<file path="src/rtl/instr_fetch_queue.sv">
// rtl/instr_fetch_queue.sv - decoupled instruction fetch queue with redirect flush
// Issues sequential fetches, buffers {pc, instr} pairs and drops stale responses after a redirect.
module instr_fetch_queue #(
  parameter int          DEPTH    = 4,
  parameter logic [63:0] RESET_PC = 64'h0
) (
  input  logic        clk,
  input  logic        reset,
  output logic        mem_req_valid,
  output logic [63:0] mem_req_addr,
  input  logic        mem_req_ready,
  input  logic        mem_rsp_valid,
  input  logic [31:0] mem_rsp_data,
  input  logic        redirect,
  input  logic [63:0] redirect_pc,
  input  logic        stall,
  output logic        out_valid,
  output logic [63:0] out_pc,
  output logic [31:0] out_instr
);

  localparam int          CW      = $clog2(DEPTH + 1);
  localparam int          PW      = (DEPTH > 1) ? $clog2(DEPTH) : 1;
  localparam logic [31:0] NOP     = 32'h0000_0013;
  localparam logic [CW-1:0] DEPTH_C = CW'(DEPTH);
  localparam logic [CW:0]   CAP     = (CW + 1)'(DEPTH);
  localparam logic [PW-1:0] LAST    = PW'(DEPTH - 1);

  logic [63:0]   fetch_pc, rsp_pc;
  logic [CW-1:0] count, outstanding, discard;
  logic [PW-1:0] rd_ptr, wr_ptr;
  logic [63:0]   pc_q    [DEPTH];
  logic [31:0]   instr_q [DEPTH];

  logic [CW:0]   in_use;
  logic          accept, rsp_take, push, pop;
  logic [63:0]   target_pc;
  logic          unused_pc_bits;

  assign unused_pc_bits = ^redirect_pc[1:0];
  assign target_pc      = {redirect_pc[63:2], 2'b00};

  // Entries held plus requests in flight never exceed DEPTH, so a response always has a slot.
  assign in_use        = {1'b0, count} + {1'b0, outstanding};
  assign mem_req_valid = reset & ~redirect & (in_use < CAP);
  assign mem_req_addr  = reset ? fetch_pc : RESET_PC;
  assign accept        = mem_req_valid & mem_req_ready;

  // A response with nothing outstanding is a protocol error and is ignored.
  assign rsp_take  = mem_rsp_valid & (outstanding != '0);
  assign push      = rsp_take & (discard == '0) & ~redirect;
  assign out_valid = reset & (count != '0);
  assign pop       = out_valid & ~stall & ~redirect;
  assign out_pc    = out_valid ? pc_q[rd_ptr] : 64'h0;
  assign out_instr = out_valid ? instr_q[rd_ptr] : NOP;

  function automatic logic [PW-1:0] next_ptr(input logic [PW-1:0] p);
    return (p == LAST) ? '0 : p + 1'b1;
  endfunction

  always_ff @(posedge clk) begin
    if (!reset) begin
      fetch_pc    <= RESET_PC;
      rsp_pc      <= RESET_PC;
      count       <= '0;
      outstanding <= '0;
      discard     <= '0;
      rd_ptr      <= '0;
      wr_ptr      <= '0;
    end else if (redirect) begin
      // Every request still in flight after this cycle belongs to the old path.
      fetch_pc    <= target_pc;
      rsp_pc      <= target_pc;
      count       <= '0;
      rd_ptr      <= '0;
      wr_ptr      <= '0;
      outstanding <= outstanding - CW'(rsp_take);
      discard     <= outstanding - CW'(rsp_take);
    end else begin
      if (accept) begin
        fetch_pc <= fetch_pc + 64'd4;
      end
      outstanding <= outstanding + CW'(accept) - CW'(rsp_take);
      if (rsp_take && discard != '0) begin
        discard <= discard - 1'b1;
      end
      if (push) begin
        rsp_pc <= rsp_pc + 64'd4;
        wr_ptr <= next_ptr(wr_ptr);
      end
      if (pop) begin
        rd_ptr <= next_ptr(rd_ptr);
      end
      count <= count + CW'(push) - CW'(pop);
    end
  end

  always_ff @(posedge clk) begin
    if (reset && push) begin
      pc_q[wr_ptr]    <= rsp_pc;
      instr_q[wr_ptr] <= mem_rsp_data;
    end
  end

  assert property (@(posedge clk) disable iff (!reset) push |-> (count != DEPTH_C));

endmodule
</file>
<file path="config.mk">
export PLATFORM = sky130hd
export DESIGN_NAME = instr_fetch_queue
export DESIGN_NICKNAME = d
export VERILOG_FILES = /design/src/rtl/instr_fetch_queue.sv
export SDC_FILE = /design/constraint.sdc
export NUM_CORES = 1
export LEC_CHECK = 0
export BUFFER_PORTS_ARGS = -buffer_cell sky130_fd_sc_hd__buf_2
export CORE_ASPECT_RATIO = 0.9
export CORE_MARGIN = 10
export CORE_UTILIZATION = 57
export DETAILED_ROUTE_END_ITERATION = 7
export HOLD_SLACK_MARGIN = 0.06
export PLACE_DENSITY = 0.81
export SETUP_SLACK_MARGIN = 0.5
export SKIP_LAST_GASP = 1
export SYNTH_ARGS = -nofsm -noshare
export SYNTH_HDL_FRONTEND = slang
export SYNTH_SLANG_ARGS = --single-unit
</file>
<file path="constraint.sdc">
create_clock -name clk -period 4.72 [get_ports clk]
set_input_delay 0 -clock clk [delete_from_list [all_inputs] [get_ports clk]]
set_output_delay 0 -clock clk [all_outputs]
set_load 0.02 [all_outputs]
</file>
* Word level (Yosys, flattened, before mapping)
Memory sizes are Yosys's and may differ from the RTL's. A register that Yosys moved wholly into a read port is not among the register bits. Index checks and enable logic that the tools add are counted.
Cells by class: add/sub/neg operators 11, multiply operators 0, div/mod/pow operators 0, magnitude comparators 1, equality and inequality tests 2, shift-type cells 0, mux-type cells 18, bitwise operators 12, reduce and logical (&&, ||, !) cells 10
Operators by type and width (number):
- $mux W64 | 6
- $add A64 B3 Y64 const B | 2
- $mux W32 | 1
- $mux W2 | 6
- $and A1 B1 Y1 | 9
- $mux W3 | 3
- $reduce_bool A3 Y1 | 3
- $sub A3 B1 Y3 | 3
- $add A3 B1 Y3 | 2
- $reduce_bool A2 Y1 | 3
- $add A2 B1 Y2 const B | 2
- $add A3 B3 Y4 | 1
- $eq A2 B2 Y1 const B | 2
- $lt A4 B3 Y1 const B | 1
- $logic_not A3 Y1 | 1
- $not A1 Y1 | 3
- $sub A3 B1 Y3 const B | 1
- $logic_and A1 B1 Y1 | 2
- $mux W1 | 2
- $reduce_or A2 Y1 | 1
Storage, ports and cells: register bits after elaboration 141, latch bits 0, memory bits (writable) 384, bits in read-only memories 0, output and inout port bits 162, memories kept 2
Memory list:
- pc_q | words 4, width 64, read ports 1, clocked after Yosys merged registers in 1, write ports 1, RTL line 32 | logic [63:0] pc_q [DEPTH];
- instr_q | words 4, width 32, read ports 1, clocked after Yosys merged registers in 1, write ports 1, RTL line 33 | logic [31:0] instr_q [DEPTH];

* Depth between registers and ports, before layout
Gate-level depths: netlist of the first run.
word-level depth 7, gate-level depth with buffers 14

* Worst setup path after synthesis of the first run
Ideal clock, no wire load.
path type reg2reg, from reg discard[0], to mem instr_q[1][0] (enable), arrival time 3.347 ns, data required time 4.257 ns, setup slack 0.910 ns, stages on the path, launching flop included 7, buffers on the path 1, period minus slack after synthesis 3.810 ns, cells stage by stage dfxtp_1 inv_1 ha_1 nand3b_1 nor3_1 buf_4 and2_1
Between the ends: word-level cells in the longest chain between the ends 6
RTL lines:
- start, declared | RTL line 30 | logic [CW-1:0] count, outstanding, discard;
- start signal, assigned | RTL line 78 | discard <= outstanding - CW'(rsp_take);
- start signal, assigned | RTL line 85 | discard <= discard - 1'b1;
- $logic_not A3 Y1 | RTL line 51 | assign push = rsp_take & (discard == '0) & ~redirect;
- $and A1 B1 Y1 (2 in series) | RTL line 51
- $logic_and A1 B1 Y1 | RTL line 99 | if (reset && push) begin
- $mux W1 | RTL line 99
- $mux W1 (implied by the code) | RTL line 101 | instr_q[wr_ptr] <= mem_rsp_data;
- end, declared | RTL line 33
No other way between the ends.

* Worst setup path in the final report of the first run
from reg rsp_pc[3], to reg rsp_pc[54]
Between the ends: word-level cells in the longest chain between the ends 3
RTL lines:
- start, declared | RTL line 29 | logic [63:0] fetch_pc, rsp_pc;
- start signal, assigned | RTL line 73 | rsp_pc <= target_pc;
- start signal, assigned | RTL line 88 | rsp_pc <= rsp_pc + 64'd4;
- $add A64 B3 Y64 | RTL line 88
- $mux W64 | RTL line 87 | if (push) begin
- $mux W64 | RTL line 70 | end else if (redirect) begin
No other way between the ends. The select of a mux whose other input is x is not followed. A chain may end at the register's enable or synchronous reset.

==> flow_metrics.tcl, run 1 <==
set metrics [dict create \
    status "finished, final reports clean" \
    synth-seq-area-share 0.6186 \
    synth.avg_cell_area_um2 13.35 \
    start_util 0.5767 \
    dpl.hpwl_um 40060 \
    drc 0 \
    synth_top_area_cell "edfxtp_1" \
    grt_max_degree 124 \
    vias 16340 \
    synthTopCellsByArea "edfxtp_1 (50%), dfxtp_1 (12%), mux4_2 (9.3%)" \
    relSlewSlack 0.2166 \
    die_area_um2 48320 \
    grt_pass1_vias 16230 \
    swShare 0.2402 \
    p_per_area_nw_per_um2 372.8 \
    syn2layout_area_growth_pct 19.20 \
    hold_violations 0 \
    cts-htree-levels 2 \
    clock-sinks 515 \
    drtAntennaViolNets 0 \
    gr-total-overflow 0 \
    synth_edf_count 376 \
    wirelength_um 61040 \
    cts_buffer_depth 3 \
    drtPass1Iterations 7 \
    crit_fanout 25 \
    grt_usage 0.2465 \
    yosysWarnings 0 \
    die_y_um 209.5 \
    placementRows 69 \
    grt_pass1_wl_um 93880 \
    synthCells 1704 \
    arrival_ps 3850 \
    diodes 0 \
    critPathLaunchType "flip-flop" \
    finalWeightedCongestion 0.9409 \
    synth_top_area_frac 0.4963 \
    finClkSkew_ps 22.07 \
    critical_path_class "reg2reg" \
    wl_per_cell_um 23.43 \
    cts_tree "yes" \
    period_share 0.7086 \
    worstMarginPinSlew_ps 1166 \
    leakagePower_uw 0.009216 \
    worstSetupEndpointType "flip-flop" \
    final_max_slew_viol_count 0 \
    path_clk_slew_ps 60 \
    ys_ff_latch 515 \
    cts_root_buf "clkbuf_16" \
    internal-power_uw 7681 \
    core-area_um2 39450 \
    power_frac_seq 0.518 \
    fin_tns_setup_ps 0 \
    die_w_um 230.6 \
    power_frac_clock 0.391 \
    max-cap-violations 0 \
    syn_area_um2 22750 \
    setup_violations 0 \
    switchingPower_uw 2429 \
    ios 264 \
    peakVddDrop_v 0.0002813 \
    async_flop_share 0 \
    antenna_found_initial 0 \
    post_cts_buffers 0 \
    clk_latency_ps 600 \
    period_needed_ps 3345 \
    rsz0062_at_grt "no" \
    ys_types 66 \
    power_frac_comb 0.091 \
    port-buffer-count 257 \
    hold_path.class "in2reg" \
    cts_buffers 51 \
    ys.flop_type "edfxtp_1" \
    critPathRequiredTime_ps 5230 \
    nets 2156 \
    drive_above_1_share 0.2262 \
    timing.fmax_mhz 299.0 \
    via_per_inst 6.273 \
    power.total_uw 10110 \
    dr.first_iter.drc_count 1630 \
    cts_resized 0 \
]
-- worst max-delay path, stage by stage, from the launching register on --
cell     delay, ps
dfxtp_1        550
ha_1           300
nand2_1        240
nor4_1         380
nand4_1        840
or4_1          780
a31oi_1        180
-- layout make-up --
| type | count | area (um^2) |
|---|---|---|
| Multi-Input combinational cell | 1064 | 8168 |
| Clock inverter | 31 | 286.5 |
| Timing Repair Buffer | 379 | 2507 |
| Tap cell | 532 | 665.6 |
| Fill cell | 2747 | 12330 |
| Clock buffer | 60 | 1320 |
| Sequential cell | 515 | 14080 |
| Inverter | 24 | 92.59 |
-- layer usage --
metal  track usage  vias to the layer above  wire length, um
met3       0.04760                      118             5345
met4       0.07593                        0             1569
met5             0                        -                0
met1        0.3377                     8115            25400
met2        0.3937                      805            28720
li1              -                     7304                -
-- synth_stat cells, types with 23 or more instances --
master,number
a21oi_1,50
a31oi_1,41
and2_1,72
clkbuf_1,74
dfxtp_1,139
edfxtp_1,376
inv_1,23
mux4_2,94
nand2_1,86
nand3_1,58
nand4_1,48
nor2_1,57
nor2b_1,97
nor3_1,43
nor4_1,29
o21ai_0,89
o31ai_1,23
or3_1,26
or4_1,32
xnor2_1,32
-- state kept, by name (all words and copies together), names as in the netlist, named ones only --
name / count
discard: 3
outstanding: 3
rsp_pc: 62
fetch_pc: 62
pc_q: 248
count: 3
rd_ptr: 2
instr_q: 128
wr_ptr: 2
-- cell families (layout without fill, tap and decap cells) --
group,after synthesis,count (layout),synth area share
buffers and inverters,128,494,0.02370
AOI/OAI and AO/OA,261,261,0.07078
other,1,4,0.0001648
xor gates and xnor gates,45,45,0.01732
DFF,515,515,0.6186
and+or+nand+nor,641,641,0.1653
muxes,94,94,0.09305
adders and majority gates,19,19,0.01111
-- final timing paths --
kind / slack, ps / endpoint / startpoint / depth (start not counted)
worst max-delay path: 1380 / rsp_pc[54] / rsp_pc[3] / 6
worst min-delay path: 170 / instr_q[0][5] / mem_rsp_data[5] / 2
worst max register to register: 1380 / rsp_pc[54] / rsp_pc[3] / 6
worst min register to register: 510 / fetch_pc[55] / fetch_pc[55] / 2
-- through the flow --
| step | instances | worst slack (ps) | hold slack, ps | instance area, um^2 | utilization |
|---|---|---|---|---|---|
| floorplan | 1707 | 909.8 | 98.87 | 22760 | - |
| global placement | 2413 | 1578 | 210.9 | 24500 | 0.6211 |
| detailed placement | 2413 | 1505 | 220.5 | 24500 | 0.6211 |
| CTS | 2605 | 1433 | 141.2 | 27120 | 0.6874 |
| global route | 2605 | 1169 | 172.4 | 27120 | 0.6874 |
| finish | 2605 | 1375 | 173.5 | 27120 | 0.6874 |
-- layout by cell type (no fill, tap or decap), drive strengths merged, types with 60 or more instances in the layout --
| master | Yosys | layout |
|---|---|---|
| edfxtp | 376 | 376 |
| dlygate4sd3 | 1 | 101 |
| o21ai | 89 | 89 |
| clkbuf | 75 | 60 |
| buf | 28 | 278 |
| mux4 | 94 | 94 |
| and2 | 73 | 73 |
| nand3 | 60 | 60 |
| nand2 | 87 | 87 |
| nor2b | 97 | 97 |
| dfxtp | 139 | 139 |
-- power by group through the flow --
stage | Clock [uW] | Combinational (uW) | Sequential [uW]
after floorplan | 0 | 575 | 5240
after global placement | 0 | 814 | 5300
after detailed placement | 0 | 843 | 5320
after CTS | 4010 | 915 | 5220
after global routing | 4190 | 1010 | 5250
final | 3960 | 919 | 5230
-- what timing repair did --
action	4_1_cts	5_1_grt
endpoints found under the hold margin	264	0
hold buffers	101	0
endpoints found under the setup margin	0	0
Power figures use the tool's default switching activity.
==> run 2, diff against run 1 <==
clock period = 3.5 ns   (was 4.72 ns; I/O delays follow)
==> run 2 against run 1 <==
  * Sequential power increased by 35%
  * Global-route usage rose by 0.10 points
  * Non-clock buffer count is 9 higher
  * Fmax increased by 22%
  * Via count hardly changed
  * Critical path depth is 6 higher
  * Sequential share of layout area down 0.42 points
  * Combinational power up 36%
  * Routed wire length is 0.32% lower
  * Worst setup slack worse by 620 ps
  * Register-to-register slack lost 620 ps
  * Sequential cell count unchanged
  * Largest power group unchanged
  * Highest routed layer unchanged
==> flow_metrics.tcl, run 2 (synthesis gave the netlist of run 1 again) <==
set metrics [dict create \
    relSlewSlack 0.3839 \
    post_cts_buffers 0 \
    peakVddDrop_v 0.0003607 \
    max-cap-violations 0 \
    via_per_inst 6.233 \
    setup_violations 0 \
    hold_violations 0 \
    port-buffer-count 257 \
    timing.fmax_mhz 364.9 \
    status "finished, final reports clean" \
    cts_tree "yes" \
    die_y_um 209.5 \
    placementRows 69 \
    rsz0062_at_grt "no" \
    arrival_ps 3220 \
    cp-startpoint "outstanding[2]" \
    layout_common_cells "edfxtp_1 (376), buf_2 (256), dfxtp_1 (136)" \
    period_share 0.7829 \
    nets 2166 \
    cts_buffer_depth 3 \
    drtPass1Iterations 6 \
    leakagePower_uw 0.009335 \
    grt_max_degree 156 \
    largest_registers "pc_q x248, instr_q x128" \
    worstSetupEndpointType "flip-flop" \
    finClkSkew_ps 26.59 \
    gr-total-overflow 0 \
    wirelength_um 60840 \
    antenna_found_initial 0 \
    ios 264 \
    path_clk_slew_ps 60 \
    p_per_area_nw_per_um2 503.8 \
    r2r_cells 12 \
    clk_latency_ps 600 \
    rrSetupSlack_ps 760 \
    r2r-start "outstanding[2]" \
    hold_path.class "in2reg" \
    critical_path_class "reg2reg" \
    rr_endpoint "outstanding[2]" \
    start_util 0.5767 \
    dpl.hpwl_um 40220 \
    die_area_um2 48320 \
    drive_above_1_share 0.2357 \
    grt_pass1_vias 16180 \
    cts-htree-levels 2 \
    whs_ps 128.7 \
    crit_fanout 5 \
    final_max_slew_viol_count 0 \
    dr.first_iter.drc_count 1642 \
    period_needed_ps 2740 \
    syn2layout_area_growth_pct 20.18 \
    grt_pass1_wl_um 94050 \
    die_w_um 230.6 \
    core-area_um2 39450 \
    drtAntennaViolNets 0 \
    largest_register_ffs 248 \
    vias 16330 \
    regMostFlops "pc_q" \
    worstMarginPinSlew_ps 924.1 \
    critPathRequiredTime_ps 3980 \
    finalWeightedCongestion 0.9052 \
    endpoint "outstanding[2]" \
    final_common_cell "edfxtp_1" \
    cts_root_buf "clkbuf_16" \
    critPathLaunchType "flip-flop" \
    clock-sinks 515 \
    wl_per_cell_um 23.22 \
    drc 0 \
    grt_usage 0.2475 \
    fin_tns_setup_ps 0 \
    cts_buffers 52 \
]
-- run 2: cell types whose count changed in the layout (fill, tap and decap cells not counted), sizes merged --
cell         before  now
diode             0    1
clkinv           21   27
inv              26   25
buf             278  289
dlygate4sd3     101   99
-- run 2: report_power, final --
group,total (uW),internal [uW],switching [uW]
logic,1250,532,715
clock network,5470,3130,2350
registers,7060,6790,270
-- run 2: worst min path at each step --
stage,from,to,slack [ps],depth (start not counted)
finish,mem_req_ready,fetch_pc[3],130,5
global route,mem_req_ready,fetch_pc[3],130,5
CTS,mem_req_ready,fetch_pc[3],90,5
detailed placement,mem_rsp_data[7],instr_q[2][7],220,1
global placement,mem_rsp_data[18],instr_q[0][18],210,1
floorplan,mem_rsp_data[0],instr_q[0][0],100,0
-- run 2: worst max-delay path: stages (launching register included) --
cell and delay, ps:
dfxtp_2 390, ha_1 260, nor3_1 170, and4_1 300, inv_1 80, ha_1 280, inv_1 40, ha_1 180
fa_1 380, xor2_1 150, o21ai_0 200, xnor2_1 140, nor2_1 50
-- run 2: layout make-up --
cell class              instances  area [um^2]
flip-flops and latches        515        14080
fillers                      2698        12110
multi-input cells            1064         8168
repair buffers                388         2658
clock buffers                  60         1341
well taps                     532        665.6
clock inverters                36        332.8
inverters                      24        92.59
diodes                          1        2.502
-- run 2: repair_timing --
item / in CTS / in global routing
hold buffers: 99 / 0
endpoints found under the setup margin: 0 / 1
gates resized for setup: 0 / 1
endpoints found under the hold margin: 260 / 0
-- run 2: layer usage --
metal  GRT usage  part of all wire
met4     0.06732             0.023
met1      0.3424              0.41
met3     0.04544             0.091
met5           0                 0
met2      0.3973              0.47
-- run 2: metrics by stage --
stage                     power, uW  cells    util  area [um^2]  worst slack [ps]
final                         13780   2620  0.6930        27340             759.9
after global routing          14250   2619  0.6930        27340             546.3
after CTS                     13820   2619  0.6929        27340             687.5
after detailed placement       8314   2424  0.6254        24670             734.7
after global placement         8251   2424  0.6254        24670             798.7
after floorplan                7843   1707       -        22770             631.9
==> run 3, diff against run 2 <==
CORE_UTILIZATION = 53   (was 57)
PLACE_DENSITY = 0.79   (was 0.81)
clock period = 2.2 ns   (was 3.5 ns; I/O delays follow)
==> run 3 against run 2 <==
  * Final cell count up 13%
  * Worst hold slack worse by 68 ps
  * The run now ends with negative setup slack left
  * Largest cell class unchanged
  * Sequential cell count unchanged
  * Critical endpoint is now rsp_pc[52]
  * Sequential share of layout area down 9.0 points
  * Sequential power up 57%
  * Worst setup slack worse by 1100 ps
==> flow_metrics.tcl, run 3 (synthesis gave the netlist of run 1 again) <==
set metrics [dict create \
    worstSetupEndpointType "flip-flop" \
    wl_per_cell_um 28.30 \
    regArea_um2 14180 \
    grt-busiest-layer "met2" \
    use_met2 0.4649 \
    swShare 0.2620 \
    leakagePower_uw 0.01211 \
    via_per_inst 6.511 \
    die_y_um 216.6 \
    layout_common_cells "edfxtp_1 (376), buf_4 (230), buf_2 (166)" \
    arrival_ps 3030 \
    postLayoutSetupSlackWorst_ps -298.4 \
    timing.fmax_mhz 400.3 \
    grt_max_degree 127 \
    gr-usage-met1 0.3706 \
    placedCellCount 2554 \
    finalWeightedCongestion 0.9591 \
    port-buffer-count 257 \
    power_frac_comb 0.153 \
    setup_violations 441 \
    die_area_um2 51630 \
    period_needed_ps 2498 \
    rsz0062_at_grt "yes" \
    wirelength_um 83770 \
    period_share 1.136 \
    antenna_found_initial 2 \
    syn2layout_area_growth_pct 46.58 \
    cts_root_buf "clkbuf_16" \
    largest_registers "pc_q x248, instr_q x128" \
    critical_path_class "reg2reg" \
    grt_pass1_vias 18540 \
    clock-sinks 515 \
    regMostFlops "pc_q" \
    grt_usage 0.2852 \
    multi_input_area_um2 9408 \
    cts_tree "yes" \
    p_per_area_nw_per_um2 717.1 \
    cts_buffer_depth 3 \
    nets 2491 \
    gr-usage-met3 0.06508 \
    crit_fanout 6 \
    placementRows 71 \
    worstMarginPinSlew_ps 941.3 \
    final_common_cell "edfxtp_1" \
    path_clk_slew_ps 70 \
    drc 0 \
    cts_buffers 52 \
    vias 19270 \
    max-cap-violations 0 \
    violations "negative setup slack" \
    status "finished with violations" \
    die_w_um 238.4 \
    gr-total-overflow 0 \
    dr.first_iter.drc_count 2852 \
    clk_latency_ps 630 \
    relSlewSlack 0.3658 \
    ios 264 \
    final_cell_count_no_fill 2960 \
    hold_violations 0 \
    power_frac_seq 0.466 \
    hold_path.class "in2reg" \
    fillerInstances 2198 \
    placed_area_um2 26160 \
    drive_above_1_share 0.4250 \
    peakVddDrop_v 0.0005109 \
    finClkSkew_ps 15.25 \
    drtPass1Iterations 6 \
    drtAntennaViolNets 0 \
    critPathRequiredTime_ps 2730 \
    largest_register_ffs 248 \
    core-area_um2 42110 \
    critPathLaunchType "flip-flop" \
    final_max_slew_viol_count 0 \
    cts-htree-levels 2 \
    switchingPower_uw 6266 \
    start_util 0.5403 \
    power_frac_clock 0.381 \
    grt_pass1_wl_um 113200 \
    fin_area_um2 33350 \
    internal-power_uw 17650 \
    dpl.hpwl_um 43570 \
]
## run 3: per-stage QoR
stage	TNS [ps]	worst slack, ps	total power [uW]	util	hold WS [ps]
after floorplan	-1014	-448.5	12600	-	98.87
after global placement	-1872	-341.2	13590	0.6212	211.5
after CTS	-4054	-157.2	23090	0.7562	63.11
after detailed placement	-2950	-357.2	13700	0.6212	217.7
after global routing	-42290	-317.4	24460	0.7920	113.1
final	-26910	-298.4	23920	0.7920	60.91
## run 3: metal layers
metal | vias to the layer above | wire [um]
met5 | - | 11
met4 | 2 | 3549
met3 | 305 | 9030
met2 | 1443 | 40110
met1 | 9513 | 31070
li1 | 8009 | -
## run 3: power groups by stage
stage	combinational, uW	sequential [uW]	clock [uW]
after CTS	3050	11100	8950
after detailed placement	2410	11300	0
after global placement	2330	11300	0
final	3670	11100	9100
after global routing	3840	11200	9460
after floorplan	1340	11300	0
## run 3: final cells by class
class / instances / share of cell area
sequential: 515 / 0.4252
antenna: 1 / 0.00007504
tap: 547 / 0.02052
timing repair buffer: 709 / 0.2179
multi-input combinational: 1068 / 0.2821
inverter: 24 / 0.002926
clock buffer: 63 / 0.04176
clock inverter: 33 / 0.009492
## run 3: timing repair
item                                    CTS  global route
gates cloned                             30            29
gates resized for setup                 328           132
hold buffers                            102             0
pin swaps                                61            52
endpoints found under the setup margin  598           611
hold endpoints to repair                266             0
buffers inserted                        101            47
## run 3: critical path, cell delays in order (launching register included)
cell and delay [ps]:
dfxtp_2 340, inv_2 90, ha_4 150, nand3b_1 160
buf_6 180, nor4_4 310, nand4_1 230, buf_12 200
buf_8 130, or4_1 420, a31oi_1 210
## run 3: worst paths after layout
path         startpoint           to  slack, ps  cells past startpoint
max          discard[1]   rsp_pc[52]       -300                     10
min            redirect   discard[2]         60                      3
max reg2reg  discard[1]   rsp_pc[52]       -300                     10
min reg2reg  rsp_pc[16]  pc_q[0][16]        500                      0
